`src/rtl/reset_seq_pkg.sv`:
```
// Shared types and elaboration-time helpers for the reset sequencer.
// Used by reset_sequencer and reset_sync_chain (RESET_SEQ_ACK_EN adds the ack handshake).
package reset_seq_pkg;

    typedef enum logic [1:0] {
        ST_SYNC    = 2'd0,
        ST_HOLD    = 2'd1,
        ST_RELEASE = 2'd2,
        ST_RUN     = 2'd3
    } state_t;

    // Lower bounds for legal parameter values.
    localparam int MIN_NUM_OUT     = 1;
    localparam int MIN_SYNC_STAGES = 2;
    localparam int MIN_HOLD_CYCLES = 1;
    localparam int MIN_GAP_CYCLES  = 1;

    // Width of a counter that must hold terminal values HOLD-1 and GAP-1.
    function automatic int cnt_width(input int hold, input int gap);
        int m;
        m = (hold > gap) ? hold : gap;
        return ($clog2(m) < 1) ? 1 : $clog2(m);
    endfunction

endpackage

```
`src/rtl/reset_sync_chain.sv`:
```
// Reset deassertion synchroniser: asynchronous set, shifts in 0, output is the last stage.
module reset_sync_chain
    import reset_seq_pkg::*;
#(
    parameter int STAGES = 2
) (
    input  logic i_clk,
    input  logic i_rst,
    output logic o_sync_rst
);

    logic [STAGES-1:0] r_chain;

    always_ff @(posedge i_clk or posedge i_rst) begin
        if (i_rst) begin
            r_chain <= '1;
        end else begin
            r_chain <= {r_chain[STAGES-2:0], 1'b0};
        end
    end

    assign o_sync_rst = r_chain[STAGES-1];

endmodule

```
`src/rtl/reset_sequencer.sv`:
```
// Multi-domain reset generator: synchronised release, hold, then ordered per-channel release.
// Optional macro RESET_SEQ_ACK_EN gates each release on the previous domain's ready ack.
module reset_sequencer
    import reset_seq_pkg::*;
#(
    parameter int NUM_OUT     = 4,
    parameter int SYNC_STAGES = 2,
    parameter int HOLD_CYCLES = 16,
    parameter int GAP_CYCLES  = 4
) (
    input  logic               i_clk,
    input  logic               i_in_rst,
    input  logic               i_sw_rst,
`ifdef RESET_SEQ_ACK_EN
    input  logic [NUM_OUT-1:0] i_rst_ack,
`endif
    output logic [NUM_OUT-1:0] o_out_rst,
    output logic               o_rst_done
);

    localparam int CNT_W = cnt_width(HOLD_CYCLES, GAP_CYCLES);
    localparam int IDX_W = $clog2(NUM_OUT + 1);
    localparam logic [CNT_W-1:0] HOLD_LAST = CNT_W'(HOLD_CYCLES - 1);
    localparam logic [CNT_W-1:0] GAP_LAST  = CNT_W'(GAP_CYCLES - 1);
    localparam logic [IDX_W-1:0] IDX_ONE   = IDX_W'(1);
    localparam logic [IDX_W-1:0] LAST_IDX  = IDX_W'(NUM_OUT - 1);

    if (NUM_OUT < MIN_NUM_OUT || SYNC_STAGES < MIN_SYNC_STAGES ||
        HOLD_CYCLES < MIN_HOLD_CYCLES || GAP_CYCLES < MIN_GAP_CYCLES) begin : g_bad_param
        $error("reset_sequencer: illegal parameter value");
    end

    state_t             r_state, w_state_nxt;
    logic [CNT_W-1:0]   r_cnt, w_cnt_nxt;
    logic [IDX_W-1:0]   r_idx, w_idx_nxt;
    logic [NUM_OUT-1:0] r_out_rst, w_out_nxt;
    logic               r_done, w_done_nxt;
    logic               w_sync_rst;
    logic               w_prev_ack;
    logic               w_last_ack;

    reset_sync_chain #(.STAGES(SYNC_STAGES)) u_sync (
        .i_clk      (i_clk),
        .i_rst      (i_in_rst),
        .o_sync_rst (w_sync_rst)
    );

`ifdef RESET_SEQ_ACK_EN
    localparam logic [IDX_W-1:0] IDX_END = IDX_W'(NUM_OUT);

    // Ack of the most recently released domain, i.e. channel r_idx-1.
    always_comb begin
        w_prev_ack = 1'b0;
        for (int i = 0; i < NUM_OUT; i++) begin
            if (r_idx == IDX_W'(i + 1)) w_prev_ack = i_rst_ack[i];
        end
    end
    assign w_last_ack = i_rst_ack[NUM_OUT-1];
`else
    assign w_prev_ack = 1'b1;
    assign w_last_ack = 1'b1;
`endif

    always_ff @(posedge i_clk or posedge i_in_rst) begin
        if (i_in_rst) begin
            r_state   <= ST_SYNC;
            r_cnt     <= '0;
            r_idx     <= '0;
            r_out_rst <= '1;
            r_done    <= 1'b0;
        end else begin
            r_state   <= w_state_nxt;
            r_cnt     <= w_cnt_nxt;
            r_idx     <= w_idx_nxt;
            r_out_rst <= w_out_nxt;
            r_done    <= w_done_nxt;
        end
    end

    // Channels release bottom-up, so clearing the next one is a left shift of the thermometer.
    always_comb begin
        w_state_nxt = r_state;
        w_cnt_nxt   = r_cnt;
        w_idx_nxt   = r_idx;
        w_out_nxt   = r_out_rst;
        w_done_nxt  = r_done;
        case (r_state)
            ST_SYNC: begin
                if (!w_sync_rst) begin
                    w_state_nxt = ST_HOLD;
                    w_cnt_nxt   = '0;
                end
            end
            ST_HOLD: begin
                if (r_cnt == HOLD_LAST) begin
                    w_out_nxt = r_out_rst << 1;
                    w_cnt_nxt = '0;
                    w_idx_nxt = IDX_ONE;
                    if (NUM_OUT == 1 && w_last_ack) begin
                        w_done_nxt  = 1'b1;
                        w_state_nxt = ST_RUN;
                    end else begin
                        w_state_nxt = ST_RELEASE;
                    end
                end else begin
                    w_cnt_nxt = r_cnt + CNT_W'(1);
                end
            end
            ST_RELEASE: begin
`ifdef RESET_SEQ_ACK_EN
                if (r_idx == IDX_END) begin
                    if (w_last_ack) begin
                        w_done_nxt  = 1'b1;
                        w_state_nxt = ST_RUN;
                    end
                end else
`endif
                if (r_cnt == GAP_LAST) begin
                    if (w_prev_ack) begin
                        w_out_nxt = r_out_rst << 1;
                        w_cnt_nxt = '0;
                        w_idx_nxt = r_idx + IDX_W'(1);
                        if (r_idx == LAST_IDX && w_last_ack) begin
                            w_done_nxt  = 1'b1;
                            w_state_nxt = ST_RUN;
                        end
                    end
                end else begin
                    w_cnt_nxt = r_cnt + CNT_W'(1);
                end
            end
            default: ;
        endcase
        // Software reset restarts the hold phase without re-running the synchroniser.
        if (i_sw_rst && r_state != ST_SYNC) begin
            w_state_nxt = ST_HOLD;
            w_cnt_nxt   = '0;
            w_idx_nxt   = '0;
            w_out_nxt   = '1;
            w_done_nxt  = 1'b0;
        end
    end

    assign o_out_rst  = r_out_rst;
    assign o_rst_done = r_done;

endmodule

```
`config.mk`:
```
export PLATFORM = sky130hd
export DESIGN_NAME = reset_sequencer
export DESIGN_NICKNAME = d
export VERILOG_FILES = /design/src/rtl/reset_seq_pkg.sv /design/src/rtl/reset_sync_chain.sv /design/src/rtl/reset_sequencer.sv
export SDC_FILE = /design/constraint.sdc
export NUM_CORES = 1
export LEC_CHECK = 0
export ABC_AREA = 0
export CAP_MARGIN = 20
export CORE_MARGIN = 2
export CORE_UTILIZATION = 35
export CTS_BUF_LIST = sky130_fd_sc_hd__clkbuf_16
export CTS_CLUSTER_DIAMETER = 200
export DETAILED_ROUTE_END_ITERATION = 16
export GPL_TIMING_DRIVEN = 0
export SYNTH_ARGS = -nofsm -noshare
export SYNTH_HDL_FRONTEND = slang
export SYNTH_SLANG_ARGS = --single-unit
export TNS_END_PERCENT = 10
```
`constraint.sdc`:
```
create_clock -name i_clk -period 1.6 [get_ports i_clk]
set_input_delay 0.4 -clock i_clk [delete_from_list [all_inputs] [get_ports i_clk]]
set_output_delay 0.4 -clock i_clk [all_outputs]
set_load 0.1 [all_outputs]
```
==> metrics.csv, run 1 <==
metric;value;unit
area_growth_syn_to_layout;22.7;%
fin_ws;-164;ps
finalHoldViolations;0;
power;0.00193;W
nNetsFinal;107;
cts_buffer_depth;2;
switchingPower;0.000795;W
clock_skew;2.74;ps
final_common_cell;dfrtp_1;
max_slew.worst_pin.slew;579;ps
clockPowerShare;0.248;
hold_buffers;0;
cts_buffers;3;
final_cell_mix;dfrtp_1 (9), inv_1 (6), o21ai_0 (6), dfstp_2 (6);
pwr-share-comb;0.450;
status;complete, but fails checks;
syn_avg_cell_area;10.4;um^2
power.internal;0.00114;W
fmax;0.567;GHz
gp_congestion;0.739;
ys_seq_area_frac;0.466;
placed_cell_area;993;um^2
initial_core_util;0.360;
cts_sinks;16;
cts.clk_slew.worst_paths;50;ps
ys_ff_latch;16;
io_buffers;7;
ys_async_sr_fraction;1.00;
synth-edff-count;0;
grt_pass1_wl;3170;um
drt-wirelength-per-cell;14.1;um
rows;18;
nFillCells;251;
die_h;54.0;um
violations;setup timing;
routed_via_density;5.44;
antenna_found_initial;0;
cp_num_buf_inv;1;
slew_headroom;0.613;
grt_pass1_vias;692;
yosys_warnings;0;
pwr-share-seq;0.303;
drv_slew;0;
cpLargestDelayFamily;simple AND/OR/NAND/NOR gates;
drc;0;
num_io_pins;8;
start_kind;register;
end_kind;register;
holdWs;354;ps
cts_tree;built;
power_density;1800;nW/um^2
min_period_over_period;1.10;
hpwl;1300;um
cp.arrival;1940;ps
worstSetupPathType;reg2reg;
pre_cts_ws;-466;ps
syn-num-nets;94;
syn_area;875;um^2
yosysUniqueCellTypes;33;
grt_max_degree;17;
finalWirelength;1760;um
dieArea;2910;um^2
p_leak;0.451;nW
finalSetupViolCount;12;
drt-pass1-iter-count;2;
grt_overflow_total;0;
dp_cells;121;
synthFlopType;dfrtp_1;
syn_inst;84;
slowest_delay;410;ps
grt_setup_unrepaired;yes;
drtAntennaViolNets;0;
final_area;1070;um^2
cts_root_buf;clkbuf_16;
drive_above_1_share;0.284;
crit_chain;inv_2 > ha_2 > nor4b_4 > nor3_4 > or3_4 > o22a_1;
cp.required;1780;ps
htree_num_levels;1;
max_cap_violations;0;
slowest_stage;dfrtp_2;
period_needed;1760;ps
hold_path_class;reg2reg;
drtIter0Drc;2;
antenna_cells;0;
crit_fanout;8;
netSwitchingFraction;0.412;
core_area;2430;um^2
vias;680;
die_x;54.0;um
peakVddDrop;0.00107;V
clkLatencyLatePin;250;ps
fin_cells;125;
grt_usage;0.154;
repair_timing:
| action | 4_1_cts | 5_1_grt |
|---|---|---|
| endpoints found under the setup margin | 18 | 14 |
| pin swaps | 1 | 2 |
| resized for setup | 27 | 4 |
| setup buffers | 0 | 1 |
power by group through the flow:
stage | sequential [W] | combinational (W) | clock (W)
2_1_floorplan | 0.000779 | 0.000481 | 0
3_3_place_gp | 0.000586 | 0.000838 | 0
3_5_place_dp | 0.000590 | 0.000857 | 0
4_1_cts | 0.000585 | 0.000858 | 0.000486
5_1_grt | 0.000599 | 0.000946 | 0.000510
6_report | 0.000584 | 0.000868 | 0.000479
area by class of cell:
class	count	area, um^2	share of cell area
timing repair buffer	8	68.8	0.0641
tap	30	37.5	0.0350
buffer	1	5.00	0.00466
inverter	8	30.0	0.0280
multi-input combinational	59	448	0.417
clock buffer	3	75.1	0.0699
sequential	16	409	0.381
cells by family (layout without fill, tap and decap cells):
group,Yosys count,in the layout,share of synthesized area
compound gates,25,25,0.196
fa+ha+maj,7,7,0.100
buf+inv,9,20,0.0401
simple gates,26,26,0.193
flops,16,16,0.466
other cells,1,1,0.00429
synthesized netlist by cell type, types with 2 or more instances:
library cell / number / area share
a21oi_1: 2 / 0.011
nand4_1: 2 / 0.014
nand2_1: 4 / 0.017
o31ai_1: 2 / 0.017
nor2_1: 5 / 0.021
dfrtp_1: 10 / 0.29
nand3_1: 4 / 0.023
inv_1: 8 / 0.034
o22ai_1: 2 / 0.014
dfstp_2: 6 / 0.18
a32o_1: 2 / 0.023
o22a_1: 3 / 0.030
a31oi_1: 2 / 0.014
o21ai_0: 7 / 0.040
ha_1: 7 / 0.10
flip-flops by register name, summed over array words and instances, names as in the netlist:
name and cells:
u_sync.r_chain 2, r_idx 3, o_rst_done 1, o_out_rst 4, r_cnt 4, r_state 2
stage by stage:
stage,util,setup TNS (ps)
floorplan,-,-166
global placement,0.408,-4220
detailed placement,0.408,-4500
CTS,0.436,-1700
global route,0.441,-2610
finish,0.441,-1230
routing by layer:
layer | part of all wire | vias up | global-route usage
met5 | 0 | - | 0
met4 | 0.025 | 0 | 0.0750
met3 | 0.031 | 5 | 0.0361
met2 | 0.49 | 9 | 0.244
met1 | 0.45 | 332 | 0.196
li1 | - | 334 | -
worst reg2reg max path, stage by stage (launching register included):
cell and delay [ps]:
dfrtp_2 410, inv_2 70, ha_2 200, nor4b_4 290, nor3_4 110, or3_4 410
o22a_1 200
path summary, 6_finish.rpt:
kind                              startpoint                end  slack [ps]  cells after the start
max                               r_state[1]       o_out_rst[3]        -160                      6
min                        u_sync.r_chain[0]  u_sync.r_chain[1]         350                      0
max reg2reg                       r_state[1]       o_out_rst[3]        -160                      6
min reg2reg                u_sync.r_chain[0]  u_sync.r_chain[1]         350                      0
max in group asynchronous           i_in_rst         r_state[1]         680                      2
min in group asynchronous           i_in_rst         r_state[0]         510                      2
No activity file was read; power rests on OpenSTA's default activity.
==> inputs of run 2 (changes only) <==
==> constraint.sdc (replaced) <==
create_clock -name i_clk -period 2.2 [get_ports i_clk]
set_input_delay 0.55 -clock i_clk [delete_from_list [all_inputs] [get_ports i_clk]]
set_output_delay 0.55 -clock i_clk [all_outputs]
set_load 0.1 [all_outputs]
==> run 2 against run 1 <==
The run now ends clean. Combinational power shrank 31%. Critical path type is now reg2out. First-iteration DRC count increased to 3.5 times the previous value. Clock power fell by 26%. Largest cell class unchanged. Global-route usage shrank 1.9 points. Sequential power fell by 28%.
==> metrics.csv, run 2 (synthesized netlist as in run 1, its figures left out) <==
metric;value;unit;change
status;finished, final reports clean;;
final_area;1060;um^2;-1.4%
area_growth_syn_to_layout;21.0;%;
cp.required;1650;ps;-130 ps
max_slew.worst_pin.slew;962;ps;+383 ps
cp.arrival;1620;ps;-320 ps
slew_headroom;0.361;;-0.252
die_x;54.0;um;unchanged
grt_pass1_vias;654;;-5.5%
max_cap_violations;0;;unchanged
antenna_found_initial;0;;unchanged
peakVddDrop;0.000827;V;-23%
io_buffers;7;;unchanged
placed_cell_area;982;um^2;-1.1%
cp_num_buf_inv;1;;unchanged
fin_cells;125;;unchanged
r2r_start;r_state[0];;
drc;0;;unchanged
clkLatencyLatePin;250;ps;about the same
worstSetupPathType;reg2out;;
whs_path_depth;0;;unchanged
hpwl;1210;um;-6.7%
cts_root_buf;clkbuf_16;;
grt_max_degree;17;;unchanged
finalSetupViolCount;0;;-12
end_kind;primary output;;
fin_ws;27.4;ps;+192 ps
finalHoldViolations;0;;unchanged
r2r_cells;6;;unchanged
cpLargestDelayFamily;buffers and inverters;;
clock_skew;5.78;ps;+3.04 ps
drtAntennaViolNets;0;;unchanged
routed_via_density;5.38;;-1.2%
hold_path_class;reg2reg;;
rows;18;;unchanged
drv_slew;0;;unchanged
vias;672;;-1.2%
grt_setup_unrepaired;no;;
crit_chain;dlygate4sd2_1;;
rr_endpoint;o_out_rst[2];;
drt-wirelength-per-cell;13.6;um;-3.3%
pwr-share-comb;0.435;;-0.015
initial_core_util;0.360;;unchanged
num_io_pins;8;;unchanged
worstHoldStart;u_sync.r_chain[0];;
pre_cts_ws;-3.64;ps;+462 ps
netSwitchingFraction;0.414;;+0.00185
fmax;0.460;GHz;
r2r_slack;220;ps;+380 ps
final_cell_mix;dfrtp_1 (10), inv_1 (8), o21ai_0 (7), ha_1 (7), dfstp_2 (6);;
grt_usage;0.135;;-0.0188
crit_fanout;2;;-6
htree_num_levels;1;;unchanged
power.internal;0.000805;W;-29%
period_needed;2170;ps;
min_period_over_period;0.988;;
core_area;2430;um^2;unchanged
grt_overflow_total;0;;unchanged
nFillCells;238;;-5.2%
antenna_cells;0;;unchanged
nNetsFinal;106;;-0.93%
clockPowerShare;0.258;;+0.010
power_density;1300;nW/um^2;-28%
cts_buffers;3;;unchanged
final_common_cell;dfrtp_1;;
whs_endpoint;u_sync.r_chain[1];;
p_leak;0.456;nW;+1.0%
grt_pass1_wl;2830;um;-11%
switchingPower;0.000568;W;-29%
drtIter0Drc;7;;+5
cts_buffer_depth;2;;unchanged
slowest_delay;850;ps;+440 ps
cts.clk_slew.worst_paths;50;ps;about the same
dp_cells;121;;unchanged
pwr-share-seq;0.307;;+0.004
cts_tree;built;;
slowest_stage;dlygate4sd2_1;;
drive_above_1_share;0.147;;-0.137
start_kind;register;;
drt-pass1-iter-count;4;;+2
hold_buffers;0;;unchanged
cts_sinks;16;;unchanged
die_h;54.0;um;unchanged
finalWirelength;1700;um;-3.3%
gp_congestion;0.790;;+6.9%
dieArea;2910;um^2;unchanged
[run 2: cell types whose count changed in the layout (fill, tap and decap cells not counted), sizes merged]
cell and delta:
buf -4, clkbuf -1, clkdlybuf4s15 +2, clkinv +1, dlygate4sd2 +2
[run 2: area by class of cell]
class | instances | area (um^2) | share of cell area
multi-input cells | 59 | 432 | 0.408
flip-flops and latches | 16 | 408 | 0.385
clock buffers | 3 | 75.1 | 0.0709
repair buffers | 7 | 67.6 | 0.0638
well taps | 30 | 37.5 | 0.0355
inverters | 8 | 30.0 | 0.0284
plain buffers | 1 | 5.00 | 0.00473
clock inverters | 1 | 3.75 | 0.00355
[run 2: worst max-delay path by stage]
stage                             from           end  slack, ps  depth (start not counted)
after global placement    o_out_rst[0]  o_out_rst[0]         -3                          1
after detailed placement  o_out_rst[0]  o_out_rst[0]         -4                          1
final                     o_out_rst[3]  o_out_rst[3]         30                          1
after floorplan             r_state[1]  o_out_rst[1]        460                          6
after CTS                 o_out_rst[2]  o_out_rst[2]          6                          1
after global routing      o_out_rst[3]  o_out_rst[3]          4                          1
[run 2: power by group through the flow]
| stage | clock, W | sequential, W | combinational, W |
|---|---|---|---|
| after floorplan | 0 | 0.000564 | 0.000338 |
| after global placement | 0 | 0.000423 | 0.000595 |
| after detailed placement | 0 | 0.000427 | 0.000606 |
| after CTS | 0.000362 | 0.000422 | 0.000595 |
| after global routing | 0.000381 | 0.000430 | 0.000651 |
| final | 0.000354 | 0.000422 | 0.000597 |
[run 2: what timing repair did]
action | CTS | global route
cloned | 0 | 0
resized for setup | 5 | 3
setup buffers | 0 | 0
setup endpoints to repair | 5 | 3
hold endpoints to repair | 0 | 0
[run 2: metrics by stage]
| step | hold WS, ps | util | setup TNS [ps] | total power (W) |
|---|---|---|---|---|
| floorplan | 345 | - | 0 | 0.000902 |
| global placement | 346 | 0.404 | -8.12 | 0.00102 |
| detailed placement | 351 | 0.404 | -6.69 | 0.00103 |
| CTS | 358 | 0.434 | 0 | 0.00138 |
| global route | 367 | 0.435 | 0 | 0.00146 |
| finish | 357 | 0.435 | 0 | 0.00137 |
[run 2: routing by layer]
| layer | track usage | vias to the layer above | share of wire | wire, um |
|---|---|---|---|---|
| li1 | - | 332 | - | - |
| met3 | 0.0250 | 4 | 0.025 | 43 |
| met5 | 0 | - | 0 | 0 |
| met1 | 0.181 | 325 | 0.52 | 878 |
| met2 | 0.209 | 11 | 0.45 | 765 |
| met4 | 0.0625 | 0 | 0.0076 | 13 |
==> inputs of run 3 (changes only) <==
--- a/config.mk
+++ b/config.mk
@@ -7,11 +7,12 @@
 export LEC_CHECK = 0
 export ABC_AREA = 0
 export CAP_MARGIN = 20
-export CORE_MARGIN = 2
+export CORE_MARGIN = 1.5
 export CORE_UTILIZATION = 35
 export CTS_BUF_LIST = sky130_fd_sc_hd__clkbuf_16
 export CTS_CLUSTER_DIAMETER = 200
 export DETAILED_ROUTE_END_ITERATION = 16
+export DONT_BUFFER_PORTS = 1
 export GPL_TIMING_DRIVEN = 0
 export SYNTH_ARGS = -nofsm -noshare
 export SYNTH_HDL_FRONTEND = slang
==> run 3 against run 2 <==
Wire length is 7.4% lower. Count of clock-buffer cells in the layout unchanged. Sequential cell count unchanged. Utilization down 0.088 points. Non-clock buffer count decreased by 7. Largest cell class unchanged. Clock power about the same. Combinational power decreased by 30%. Critical path depth rose by 5. Critical path type is now reg2reg. Die area shrank 3.7%. Final cell count down 7.2%. Sequential share of layout area up 2.7 points. Via count shrank 4.8%.
==> metrics.csv, run 3 (synthesized netlist as in run 1, its figures left out) <==
metric;value;unit;change
cts_tree;built;;
io_buffers;0;;-7
antenna_found_initial;0;;unchanged
finalSetupViolCount;0;;unchanged
r2r_slack;280;ps;+60 ps
nFillCells;216;;-9.2%
final_common_cell;dfrtp_1;;
die_x;53.0;um;-1.9%
cts.clk_slew.worst_paths;50;ps;about the same
drt-wirelength-per-cell;13.6;um;-0.23%
rr_endpoint;o_out_rst[2];;
grt_max_degree;17;;unchanged
drc;0;;unchanged
rows;17;;-1
grt_overflow_total;0;;unchanged
cts_sinks;16;;unchanged
r2r_start;r_state[1];;
worstSetupPathType;reg2reg;;
max_cap_violations;0;;unchanged
period_needed;1920;ps;-252 ps
drive_above_1_share;0.159;;+0.0117
cts_resized;0;;-5
hpwl;1170;um;-3.7%
multi_input_area;432;um^2;unchanged
status;finished, final reports clean;;
grt_pass1_vias;655;;+0.15%
finalHoldViolations;0;;unchanged
final_cell_mix;dfrtp_1 (10), inv_1 (8), o21ai_0 (7), ha_1 (7), dfstp_2 (6);;
p_leak;0.424;nW;-7.0%
dieArea;2810;um^2;-3.7%
initial_core_util;0.384;;+0.0247
drv_slew;0;;unchanged
grt_usage;0.132;;-0.00274
area_growth_syn_to_layout;13.0;%;
hold_path_class;in2async;;
hold_buffers;0;;unchanged
cts_setup_buffers;0;;unchanged
gp_congestion;0.815;;+3.1%
cts_root_buf;clkbuf_16;;
grt_pass1_wl;2680;um;-5.1%
max_slew.worst_pin.slew;902;ps;-60.0 ps
cts_buffers;3;;unchanged
core_area;2280;um^2;-6.4%
seq_area;408;um^2;unchanged
cp.arrival;2090;ps;+470 ps
finalWirelength;1570;um;-7.4%
clock_skew;1.53;ps;-4.25 ps
end_kind;register;;
final_util;0.434;;-0.000880
nNetsFinal;99;;-6.6%
cts_buffer_depth;2;;unchanged
crit_fanout;8;;+6
start_kind;register;;
peakVddDrop;0.000919;V;+11%
vias;640;;-4.8%
drtAntennaViolNets;0;;unchanged
num_io_pins;8;;unchanged
antenna_cells;0;;unchanged
die_h;53.0;um;-1.9%
power_density;1360;nW/um^2;+4.6%
cp.required;2370;ps;+720 ps
min_period_over_period;0.873;;-0.114
htree_num_levels;1;;unchanged
clkLatencyLatePin;240;ps;about the same
slew_headroom;0.399;;+0.0374
fin_setup_tns;0;ps;unchanged
r2r_cells;6;;unchanged
grt_setup_unrepaired;no;;
fmax;0.521;GHz;+13%
routed_via_density;5.52;;+2.6%
drt-pass1-iter-count;4;;unchanged
drtIter0Drc;2;;-5
==> run 3: cell count changes in the layout (fill, tap and decap cells not counted) <==
cell / change
dlygate4sd2_1: -2
clkdlybuf4s50_1: -2
clkdlybuf4s15_1: -3
==> run 3: area by class of cell <==
cell class | count | share of cell area
plain buffers | 1 | 0.00506
clock buffers | 3 | 0.0759
clock inverters | 1 | 0.00380
inverters | 8 | 0.0304
multi-input cells | 59 | 0.437
flip-flops and latches | 16 | 0.413
well taps | 28 | 0.0354
==> run 3: where the power goes <==
group | internal (W) | switching [W] | total [W]
Combinational | 0.000168 | 0.000247 | 0.000415
Sequential | 0.000375 | 0.000199 | 0.000574
Clock | 0.000241 | 0.000110 | 0.000351
Total | 0.000784 | 0.000557 | 0.00134
==> run 3: per-stage QoR <==
step           hold WS, ps  instance area (um^2)  worst slack [ps]  cells  total power (W)
5_1_grt                333                   988               125    116          0.00143
3_3_place_gp           347                   910               318    112         0.000980
2_1_floorplan          345                   875               461     84         0.000902
3_5_place_dp           347                   910               295    112         0.000990
6_report               261                   988               279    116          0.00134
4_1_cts                288                   988               284    116          0.00135
==> run 3: how the worst max path moves through the flow <==
stage                     startpoint            to  depth (start not counted)
after detailed placement  r_state[1]  o_out_rst[2]                          6
after global placement    r_state[0]  o_out_rst[2]                          6
final                     r_state[1]  o_out_rst[2]                          6
after global routing      r_state[0]      r_idx[1]                          6
after floorplan           r_state[1]  o_out_rst[1]                          6
after CTS                 r_state[1]  o_out_rst[2]                          6
==> run 3: layer usage <==
metal,global-route usage,share of wire,vias to the layer above
met5,0,0,-
met4,0.0769,0.015,0
met3,0.0339,0.031,4
met2,0.221,0.48,11
met1,0.152,0.47,308
li1,-,-,317
==> run 3: worst max-delay path, stage by stage, from the launching register on <==
cell     delay, ps
dfrtp_1        410
inv_1          100
ha_1           260
nor4b_4        310
nor3_2         140
or3_4          410
o22a_1         210
